===== src/rtl/jb_imu.sv =====
// SPI mode-0 master that reads a 19-byte IMU frame (command + 18 data bytes) per start pulse.
// The nine 16-bit words are published atomically with a one-cycle done pulse; start is ignored while busy.
module jb_imu #(
  parameter int unsigned CLK_DIV = 8,
  parameter logic [7:0]  CMD     = 8'h01,
  parameter int unsigned GAP     = 2
) (
  input  logic        clock,
  input  logic        reset,
  input  logic        start,
  input  logic        miso,
  output logic        mosi,
  output logic        sck,
  output logic        ss,
  output logic [15:0] roll,
  output logic [15:0] pitch,
  output logic [15:0] yaw,
  output logic [15:0] roll_rate,
  output logic [15:0] pitch_rate,
  output logic [15:0] yaw_rate,
  output logic [15:0] accel_x,
  output logic [15:0] accel_y,
  output logic [15:0] accel_z,
  output logic        done
);

  typedef enum logic [2:0] {
    S_IDLE, S_SELECT, S_SHIFT, S_GAP, S_DESELECT, S_DONE
  } state_t;

  localparam logic [7:0] DIV_LAST  = 8'(CLK_DIV - 1);
  localparam logic [7:0] GAP_LAST  = 8'(GAP - 1);
  localparam logic [4:0] LAST_BYTE = 5'd18;

  state_t            state_q, state_d;
  logic [7:0]        div_q, div_d;
  logic              phase_q, phase_d;
  logic [2:0]        bit_q, bit_d;
  logic [4:0]        byte_q, byte_d;
  logic [7:0]        gap_q, gap_d;
  logic [7:0]        tx_q, tx_d;
  logic [7:0]        rx_q, rx_d;
  logic [17:0][7:0]  shadow_q, shadow_d;
  logic [8:0][15:0]  out_q, out_d;
  logic              sck_q, sck_d;
  logic              ss_q, ss_d;
  logic              mosi_q, mosi_d;
  logic              done_q, done_d;
  logic              div_end;

  assign div_end = (div_q == DIV_LAST);

  always_comb begin
    state_d  = state_q;
    div_d    = div_q;
    phase_d  = phase_q;
    bit_d    = bit_q;
    byte_d   = byte_q;
    gap_d    = gap_q;
    tx_d     = tx_q;
    rx_d     = rx_q;
    shadow_d = shadow_q;
    out_d    = out_q;
    done_d   = 1'b0;

    case (state_q)
      S_IDLE: begin
        if (start) begin
          state_d = S_SELECT;
          div_d   = 8'd0;
          phase_d = 1'b0;
          bit_d   = 3'd0;
          byte_d  = 5'd0;
          tx_d    = CMD;
        end
      end
      S_SELECT: begin
        div_d = div_q + 8'd1;
        if (div_end) begin
          div_d   = 8'd0;
          phase_d = 1'b0;
          state_d = S_SHIFT;
        end
      end
      S_SHIFT: begin
        div_d = div_q + 8'd1;
        if (div_end) begin
          div_d = 8'd0;
          if (!phase_q) begin
            // Falling edge: advance mosi so it settles a full half-period before the next rise.
            phase_d = 1'b1;
            tx_d    = {tx_q[6:0], 1'b0};
          end else begin
            phase_d = 1'b0;
            bit_d   = bit_q + 3'd1;
            if (bit_q == 3'd7) begin
              if (byte_q != 5'd0) begin
                shadow_d[byte_q - 5'd1] = rx_q;
              end
              if (byte_q == LAST_BYTE) begin
                state_d = S_DESELECT;
              end else begin
                byte_d  = byte_q + 5'd1;
                tx_d    = 8'h00;
                gap_d   = 8'd0;
                state_d = (GAP > 0) ? S_GAP : S_SHIFT;
              end
            end
          end
        end
      end
      S_GAP: begin
        div_d = div_q + 8'd1;
        if (div_end) begin
          div_d = 8'd0;
          gap_d = gap_q + 8'd1;
          if (gap_q == GAP_LAST) begin
            state_d = S_SHIFT;
          end
        end
      end
      S_DESELECT: begin
        div_d = div_q + 8'd1;
        if (div_end) begin
          div_d   = 8'd0;
          state_d = S_DONE;
          done_d  = 1'b1;
          for (int k = 0; k < 9; k++) begin
            out_d[k] = {shadow_q[2*k], shadow_q[2*k+1]};
          end
        end
      end
      S_DONE: begin
        state_d = S_IDLE;
      end
      default: begin
        state_d = S_IDLE;
      end
    endcase

    // Bus pins are decoded from the next state so they leave the flops glitch-free.
    sck_d  = (state_d == S_SHIFT) && !phase_d;
    ss_d   = !((state_d == S_SELECT) || (state_d == S_SHIFT) || (state_d == S_GAP));
    mosi_d = ss_d ? 1'b0 : tx_d[7];
    if (sck_d && !sck_q) begin
      rx_d = {rx_q[6:0], miso};
    end
  end

  always_ff @(posedge clock) begin
    if (reset) begin
      state_q  <= S_IDLE;
      div_q    <= 8'd0;
      phase_q  <= 1'b0;
      bit_q    <= 3'd0;
      byte_q   <= 5'd0;
      gap_q    <= 8'd0;
      tx_q     <= 8'd0;
      rx_q     <= 8'd0;
      shadow_q <= '0;
      out_q    <= '0;
      sck_q    <= 1'b0;
      ss_q     <= 1'b1;
      mosi_q   <= 1'b0;
      done_q   <= 1'b0;
    end else begin
      state_q  <= state_d;
      div_q    <= div_d;
      phase_q  <= phase_d;
      bit_q    <= bit_d;
      byte_q   <= byte_d;
      gap_q    <= gap_d;
      tx_q     <= tx_d;
      rx_q     <= rx_d;
      shadow_q <= shadow_d;
      out_q    <= out_d;
      sck_q    <= sck_d;
      ss_q     <= ss_d;
      mosi_q   <= mosi_d;
      done_q   <= done_d;
    end
  end

  assign sck        = sck_q;
  assign ss         = ss_q;
  assign mosi       = mosi_q;
  assign done       = done_q;
  assign roll       = out_q[0];
  assign pitch      = out_q[1];
  assign yaw        = out_q[2];
  assign roll_rate  = out_q[3];
  assign pitch_rate = out_q[4];
  assign yaw_rate   = out_q[5];
  assign accel_x    = out_q[6];
  assign accel_y    = out_q[7];
  assign accel_z    = out_q[8];

endmodule


===== config.mk =====
export PLATFORM = sky130hd
export DESIGN_NAME = jb_imu
export DESIGN_NICKNAME = d
export VERILOG_FILES = /design/src/rtl/jb_imu.sv
export SDC_FILE = /design/constraint.sdc
export NUM_CORES = 1
export LEC_CHECK = 0
export BUFFER_PORTS_ARGS = -buffer_cell sky130_fd_sc_hd__buf_2
export CORE_ASPECT_RATIO = 1.4
export CORE_UTILIZATION = 50
export CTS_CLUSTER_SIZE = 25
export DETAILED_ROUTE_END_ITERATION = 7
export GPL_ROUTABILITY_DRIVEN = 0
export PLACE_DENSITY_LB_ADDON = 0.08
export SETUP_SLACK_MARGIN = 0.05
export SLEW_MARGIN = 0
export SYNTH_ARGS = -nofsm -noshare
export SYNTH_HDL_FRONTEND = slang
export SYNTH_SLANG_ARGS = --single-unit
export TNS_END_PERCENT = 100

===== constraint.sdc =====
create_clock -name clock -period 3.2 [get_ports clock]
set_input_delay 0.16 -clock clock [delete_from_list [all_inputs] [get_ports clock]]
set_output_delay 0.16 -clock clock [all_outputs]
set_load 0.02 [all_outputs]

==> metrics.md, run 1 <==
| Metric | Value |
|---|---|
| Outcome | finished, violations left |
| Failing checks | DRC |
| Synth Instances | 1538 |
| WL/cell | 16.7 µm |
| RSZ-0062 raised after global routing | no |
| CP max FO | 25 |
| Largest net degree at the start of global routing | between 150 and 200 |
| Ys Warns | 0 |
| H-tree depth | 1 |
| Top Ports | about 150 |
| DR top layer | met4 |
| Tcrit/Tclk final | approximately 90% |
| Worst skew pair latency | ~0.57 ns |
| Area of the multi-input gates | ~5700 µm² |
| Sequential Area | ~6700 µm² |
| Final hold vios | 0 |
| Tightest Pin Transition | ~1.2 ns |
| Setup TNS | 0 ns |
| DR WL met2 | ~16000 µm |
| Placed Instances | roughly 1900 |
| Post-placement cell area | 13900 µm² |
| Grt ovf | 0 |
| Drt pass-1 iters | 7 |
| VDD IR max | approximately 0.43 mV |
| Clock root buffer | clkbuf_16 |
| Initial Util | between 50% and 60% |
| CP arrival | approximately 3.3 ns |
| Setup Crit Path Kind | flip-flop to flip-flop |
| Die area | between 20000 and 30000 µm² |
| CTS Buf Count | 31 |
| DRT iter0 DRCs | 824 |
| Ant diodes | 0 |
| Clock Skew | between 0.015 and 0.02 ns |
| Reg clk slew, reported paths | ~0.06 ns |
| HPWL Detailed | roughly 20000 µm |
| FMAX | around 0.35 GHz |
| Total number of vias | approximately 11000 |
| Slew headroom | between 15 and 20% |
| Vias in the first global route | between 10000 and 15000 |
| Top_reg_cell synth | dfxtp_1 |
| Post-route design area | ~15000 µm² |
| Antenna viol nets, final | 0 |
| CTS sink cnt | 336 |
| Post-Syn Nets | 1555 |
| Seq cells post-synth | approximately 340 |
| Layout fillers | ~2400 |
| Minimum clock period | 2.89 ns |
| FFs w/ async S/R, synth | 0% |
| DRT met1 WL | 14600 µm |
| Worst min path class | input port to flip-flop |
| Die width | roughly 140 µm |
| I/O Buffers | roughly 150 |
| Gr usage total | about 24% |
| Fin nets | about 1600 |
| Worst Setup End Kind | flip-flop |
| First-pass GRT wire length | between 50000 and 60000 µm |
| P per Cell Area | roughly 540 nW/µm² |
| Cell area after synthesis | around 13000 µm² |
| Core ar. | 25500 µm² |
| Number of synthesized flops with an enable pin | 0 |
| Met3 WL post-DR | between 1000 and 1500 µm |
| Non-Filler Instances | ~2000 |
| Post-DR vias/cell | 5.62 |
| Total Power | between 8 and 9 mW |
| Seq/Total Area, Yosys | between 50% and 60% |
| Leakage Power | roughly 5.5 nW |
| P&R area growth vs syn | 15.0% |
| Setup slack, reg-to-reg | approximately 0.3 ns |
| # DRC | 22 |
| Max_cap viols | 0 |
| Initial antenna violation count | 0 |
| WL final | approximately 33000 µm |
| Synth Area per Inst | between 8 and 9 µm² |
| # rows | 69 |
| Hold Slack | ~0.15 ns |
| Die H | 193 µm |
| Final setup vio count | 0 |
| CTS Buffer Depth | 3 |
| Startpoint types | flip-flop |
| Distinct cells, synth | a little under 60 |
| Share of cells above drive strength 1 | around 16% |
| CTS tree | built |
| Max Slew Vio Count | 0 |
| CP required | between 3 and 4 ns |
-- per-stage QoR --
step / util (%) / worst slack [ns]
global placement: 54.7 / 0.256
CTS: 58.9 / 0.155
floorplan: - / 0.437
finish: 58.9 / 0.309
detailed placement: 54.7 / 0.193
global route: 58.9 / 0.0827
-- repair_timing --
| item | in CTS | in global routing |
|---|---|---|
| setup endpoints to repair | 0 | 32 |
| endpoints found under the hold margin | 2 | 0 |
| hold buffers | 2 | 0 |
| setup buffers | 0 | 0 |
| gates resized for setup | 0 | 2 |
-- power by group --
| part | switching [mW] | internal, mW | total [mW] |
|---|---|---|---|
| combinational | 0.0927 | 0.0263 | 0.119 |
| sequential | 0.00868 | 4.19 | 4.19 |
| clock | 1.58 | 2.13 | 3.72 |
-- cell type report --
class / instances / area share [%]
Clock buffer: 45 / 6.05
Clock inverter: 13 / 0.867
Inverter: 10 / 0.250
Multi-Input combinational cell: 1048 / 38.2
Sequential cell: 336 / 44.8
Tap cell: 319 / 2.66
Timing Repair Buffer: 186 / 7.14
-- layer usage --
layer / GRT usage [%] / vias up
met2: 42.5 / 272
met1: 30.8 / 5230
met3: 2.79 / 56
li1: - / 5435
met4: 8.56 / 0
met5: 0 / -
-- final timing paths --
| path | to | cells past startpoint | from |
|---|---|---|---|
| max | shadow_q[10] | 12 | div_q[0] |
| min reg2reg | pitch[8] | 2 | shadow_q[16] |
| min | shadow_q[19] | 2 | reset |
| max reg2reg | shadow_q[10] | 12 | div_q[0] |
-- worst max-delay path, stage by stage, from the launching register on --
cell and delay [ns]:
dfxtp_1 0.41, ha_1 0.27, and4bb_1 0.24, nand2_1 0.12, inv_1 0.14, ha_1 0.14
and2_2 0.25, nand4_4 0.11, buf_4 0.27, nor4_4 0.27, buf_4 0.23, mux2i_1 0.21
nor2_1 0.06
-- cells in the final DEF (no fill, tap or decap), types with 10 or more instances in the layout --
cell type,n
buf_2,150
clkbuf_16,31
nand4_1,43
xnor2_1,10
buf_4,30
mux2i_1,57
o31ai_1,33
nor2_1,85
dfxtp_1,335
nand2b_1,13
nand3_1,68
o21ai_0,70
ha_1,13
nand2_1,308
a21oi_1,253
-- logic make-up (layout without fill, tap and decap cells) --
| family | after synthesis | in the layout | share of synthesized area [%] |
|---|---|---|---|
| and+or+nand+nor | 576 | 576 | 20.8 |
| buffers and inverters | 154 | 254 | 4.84 |
| adders and majority gates | 13 | 13 | 1.25 |
| xor gates and xnor gates | 16 | 16 | 1.07 |
| DFF | 336 | 336 | 51.6 |
| muxes | 57 | 57 | 4.37 |
| AOI/OAI and AO/OA | 386 | 386 | 16.1 |
-- Yosys cell counts, types with 2 or more instances --
| cell type | n | share of area (%) |
|---|---|---|
| or4_1 | 2 | 0.12 |
| a21o_1 | 2 | 0.12 |
| a21oi_1 | 253 | 9.7 |
| nand2_1 | 308 | 8.9 |
| and2_1 | 6 | 0.29 |
| and3_1 | 3 | 0.14 |
| o31ai_1 | 33 | 1.9 |
| a31oi_1 | 2 | 0.096 |
| o21ai_1 | 2 | 0.077 |
| o22a_1 | 2 | 0.13 |
| ha_1 | 13 | 1.2 |
| nand4bb_1 | 2 | 0.17 |
| o22ai_1 | 3 | 0.14 |
| mux2i_1 | 57 | 4.4 |
| dfxtp_1 | 336 | 52 |
| a22oi_1 | 9 | 0.52 |
| o21ai_0 | 70 | 2.7 |
| clkbuf_1 | 105 | 3.0 |
| nor3_1 | 3 | 0.12 |
| nor4_4 | 4 | 0.65 |
| nor2_1 | 85 | 2.4 |
| nor3b_1 | 5 | 0.29 |
| xnor2_1 | 10 | 0.67 |
| inv_1 | 9 | 0.26 |
| or3_1 | 3 | 0.14 |
| buf_4 | 3 | 0.17 |
| nand3_1 | 69 | 2.6 |
| nor2b_1 | 3 | 0.14 |
| nand4_1 | 43 | 2.1 |
| nor4b_1 | 4 | 0.27 |
| nand4_4 | 3 | 0.49 |
| buf_2 | 21 | 0.81 |
| buf_1 | 12 | 0.35 |
| xor2_1 | 6 | 0.40 |
| nor4_1 | 5 | 0.24 |
| or4b_1 | 2 | 0.15 |
| and2_0 | 2 | 0.096 |
| nand2b_1 | 13 | 0.62 |
| and4_1 | 2 | 0.13 |
| o21a_1 | 2 | 0.12 |
| buf_6 | 2 | 0.17 |
| a211oi_1 | 3 | 0.17 |
-- state kept, by name, indices dropped and copies added (netlist names), 3 cells and up --
register and cells:
accel_y 16, accel_x 16, gap_q 8, bit_q 3, yaw_rate 16, pitch_rate 16
state_q 3, roll_rate 16, div_q 8, pitch 16, roll 16, tx_q 8
rx_q 8, yaw 16, shadow_q 144, accel_z 16, byte_q 5
Note: power is estimated with default switching activity, not from simulation.
==> run 2, diff against run 1 <==
- RECOVER_POWER: default -> 25
==> run 2 against run 1 <==
  * The run still ends with DRC left
  * Core utilization down 0.59 points
  * Clock power about the same
  * Wire length about the same
  * Sequential power about the same
  * Combinational power about the same
  * Cell area down 1.0%
  * Clock skew down 0.0038 ns
  * Register-to-register slack about the same
  * Die area unchanged
  * Global-route usage unchanged
  * Largest cell class unchanged
==> metrics.md, run 2 (synthesis results as in run 1) <==
| Metric | Value |
|---|---|
| Gr usage total | 24.2% (unchanged) |
| WL/cell | 16.8 µm (was 16.7 µm) |
| RR Endpoint | shadow_q[134] (was shadow_q[10]) |
| Max_cap viols | 0 (unchanged) |
| CP arrival | 3.32 ns (was 3.30 ns) |
| R2R cell count | 10 (was 12) |
| Outcome | finished, violations left (unchanged) |
| Setup TNS | 0 ns (unchanged) |
| I/O Buffers | 151 (unchanged) |
| Initial Util | 51.2% (unchanged) |
| Ant diodes | 0 (unchanged) |
| Crit-path leading delay family | simple AND/OR/NAND/NOR gates (unchanged) |
| HPWL Detailed | 19500 µm (unchanged) |
| WL final | 32800 µm (about the same) |
| Layout fillers | 2424 (was 2364) |
| P&R area growth vs syn | 13.8% (was 15.0%) |
| H-tree depth | 1 (unchanged) |
| # rows | 69 (unchanged) |
| Post-DR vias/cell | 5.61 (was 5.62) |
| Tcrit/Tclk final | 90.2% (was 90.4%) |
| CTS Buffer Depth | 3 (unchanged) |
| Hold Path Sink | shadow_q[31] (was shadow_q[19]) |
| RSZ-0062 raised after global routing | no (unchanged) |
| Core ar. | 25500 µm² (unchanged) |
| WP buf/inv | 1 (was 3) |
| Most frequent cells in the layout | dfxtp_1, nand2_1, a21oi_1 (unchanged) |
| CP most frequent cell | ha_1 |
| Clock Skew | 0.0158 ns (was 0.0197 ns) |
| CP max stage delay | 0.76 ns (was 0.41 ns) |
| Die H | 193 µm (unchanged) |
| Setup Crit Path Kind | flip-flop to flip-flop (unchanged) |
| Leakage Power | 5.00 nW (was 5.53 nW) |
| Worst skew pair latency | 0.57 ns (about the same) |
| Drt pass-1 iters | 7 (unchanged) |
| Fin nets | 1630 (unchanged) |
| Total Power | 8.04 mW (was 8.03 mW) |
| Max Slew Vio Count | 0 (unchanged) |
| CP cell instances | ha_1 > and4bb_1 > nand2_1 > inv_1 > ha_1 > and2_2 > nand4_4 > or4_1 > mux2i_1 > nor2_1 (was ha_1 > and4bb_1 > nand2_1 > inv_1 > ha_1 > and2_2 > nand4_4 > buf_4 > nor4_4 > buf_4 > mux2i_1 > nor2_1) |
| Top reg by flops | shadow_q (unchanged) |
| CP max FO | 8 (was 25) |
| Die width | 139 µm (unchanged) |
| R2r startpoint | div_q[0] (unchanged) |
| CTS tree | built (unchanged) |
| VDD IR max | 0.433 mV (about the same) |
| Die area | 26800 µm² (unchanged) |
| Total number of vias | 11000 (about the same) |
| Worst hold stages | 2 (unchanged) |
| Minimum clock period | 2.89 ns (about the same) |
| Min-delay src | reset (unchanged) |
| Grt ovf | 0 (unchanged) |
| Antenna viol nets, final | 0 (unchanged) |
| Largest net degree at the start of global routing | 171 (unchanged) |
| First-pass GRT wire length | 53100 µm (unchanged) |
| # DRC | 22 (unchanged) |
| DRT iter0 DRCs | 870 (was 824) |
| Most common cell after layout, fill and taps aside | dfxtp_1 (unchanged) |
| CP max-delay cell | or4_1 (was dfxtp_1) |
| Share of cells above drive strength 1 | 8.36% (was 15.8%) |
| Slew headroom | 17.1% (about the same) |
| Tightest Pin Transition | 1.24 ns (about the same) |
| Startpoint types | flip-flop (unchanged) |
| Worst min path class | input port to flip-flop (unchanged) |
| CTS sink cnt | 336 (unchanged) |
| Initial antenna violation count | 0 (unchanged) |
| Final hold vios | 0 (unchanged) |
| CTS Buf Count | 31 (unchanged) |
| CP required | 3.64 ns (was 3.61 ns) |
| FMAX | 0.346 GHz (about the same) |
| Worst Setup End Kind | flip-flop (unchanged) |
| Failing checks | DRC (unchanged) |
| Final setup vio count | 0 (unchanged) |
| Largest register FFs | 144 (unchanged) |
| Vias in the first global route | 10200 (unchanged) |
| P per Cell Area | 541 nW/µm² (was 535 nW/µm²) |
| Clock root buffer | clkbuf_16 (unchanged) |
| Top Ports | 152 (unchanged) |
| Post-CTS setup buffers | 0 (unchanged) |
| Reg clk slew, reported paths | 0.06 ns (about the same) |
| Setup slack, reg-to-reg | 0.31 ns (about the same) |
## run 2: cell count changes in the layout (fill, tap and decap cells not counted)
cell / before / now
clkbuf_1: 6 / 127
buf_2: 150 / 29
## run 2: stage by stage
step	worst slack, ns	hold WS, ns	cell area [µm²]	cells	utilization (%)
finish	0.313	0.159	14900	1957	58.3
floorplan	0.437	0.316	13000	1538	-
global route	0.0827	0.213	14900	1957	58.3
global placement	0.256	0.434	13900	1897	54.7
detailed placement	0.193	0.443	13900	1897	54.7
CTS	0.155	0.176	15000	1957	58.9
## run 2: final cells by class
class                           instances  area (µm²)  share of cell area, %
Timing Repair Buffer                  186         920                   6.19
Sequential cell                       336        6730                   45.3
Clock inverter                         13         130                  0.876
Multi-Input combinational cell       1048        5730                   38.6
Inverter                               10        37.5                  0.253
Clock buffer                           45         908                   6.12
Tap cell                              319         399                   2.69
## run 2: worst reg2reg max path, cell delays in order, from the launching register on
cell and delay (ns):
dfxtp_1 0.41, ha_1 0.27, and4bb_1 0.24, nand2_1 0.12, inv_1 0.14, ha_1 0.15
and2_2 0.25, nand4_4 0.11, or4_1 0.76, mux2i_1 0.24, nor2_1 0.06
## run 2: worst max path at each step
stage | from | to | slack [ns] | cells past startpoint
after floorplan | div_q[0] | shadow_q[24] | 0.44 | 11
after global placement | div_q[0] | shadow_q[136] | 0.26 | 10
after detailed placement | div_q[0] | shadow_q[137] | 0.19 | 10
after CTS | div_q[0] | shadow_q[142] | 0.16 | 10
after global routing | div_q[0] | shadow_q[11] | 0.08 | 12
final | div_q[0] | shadow_q[134] | 0.31 | 10
## run 2: report_power, final
group | total [mW] | internal (mW) | switching, mW
Combinational | 0.119 | 0.0260 | 0.0928
Sequential | 4.19 | 4.19 | 0.00871
Clock | 3.72 | 2.13 | 1.59
Total | 8.04 | 6.34 | 1.69
## run 2: repair_timing
action | 4_1_cts | 5_1_grt
endpoints found under the setup margin | 0 | 32
resized for setup | 0 | 2
hold buffers | 2 | 0
hold endpoints to repair | 2 | 0
## run 2: metal layers
layer  part of all wire (%)  global-route usage [%]  up-vias
met3                    4.8                    2.79       55
li1                       -                       -     5426
met2                     49                    42.5      311
met1                     44                    30.8     5181
met5                      0                       0        -
met4                    2.8                    8.56        0
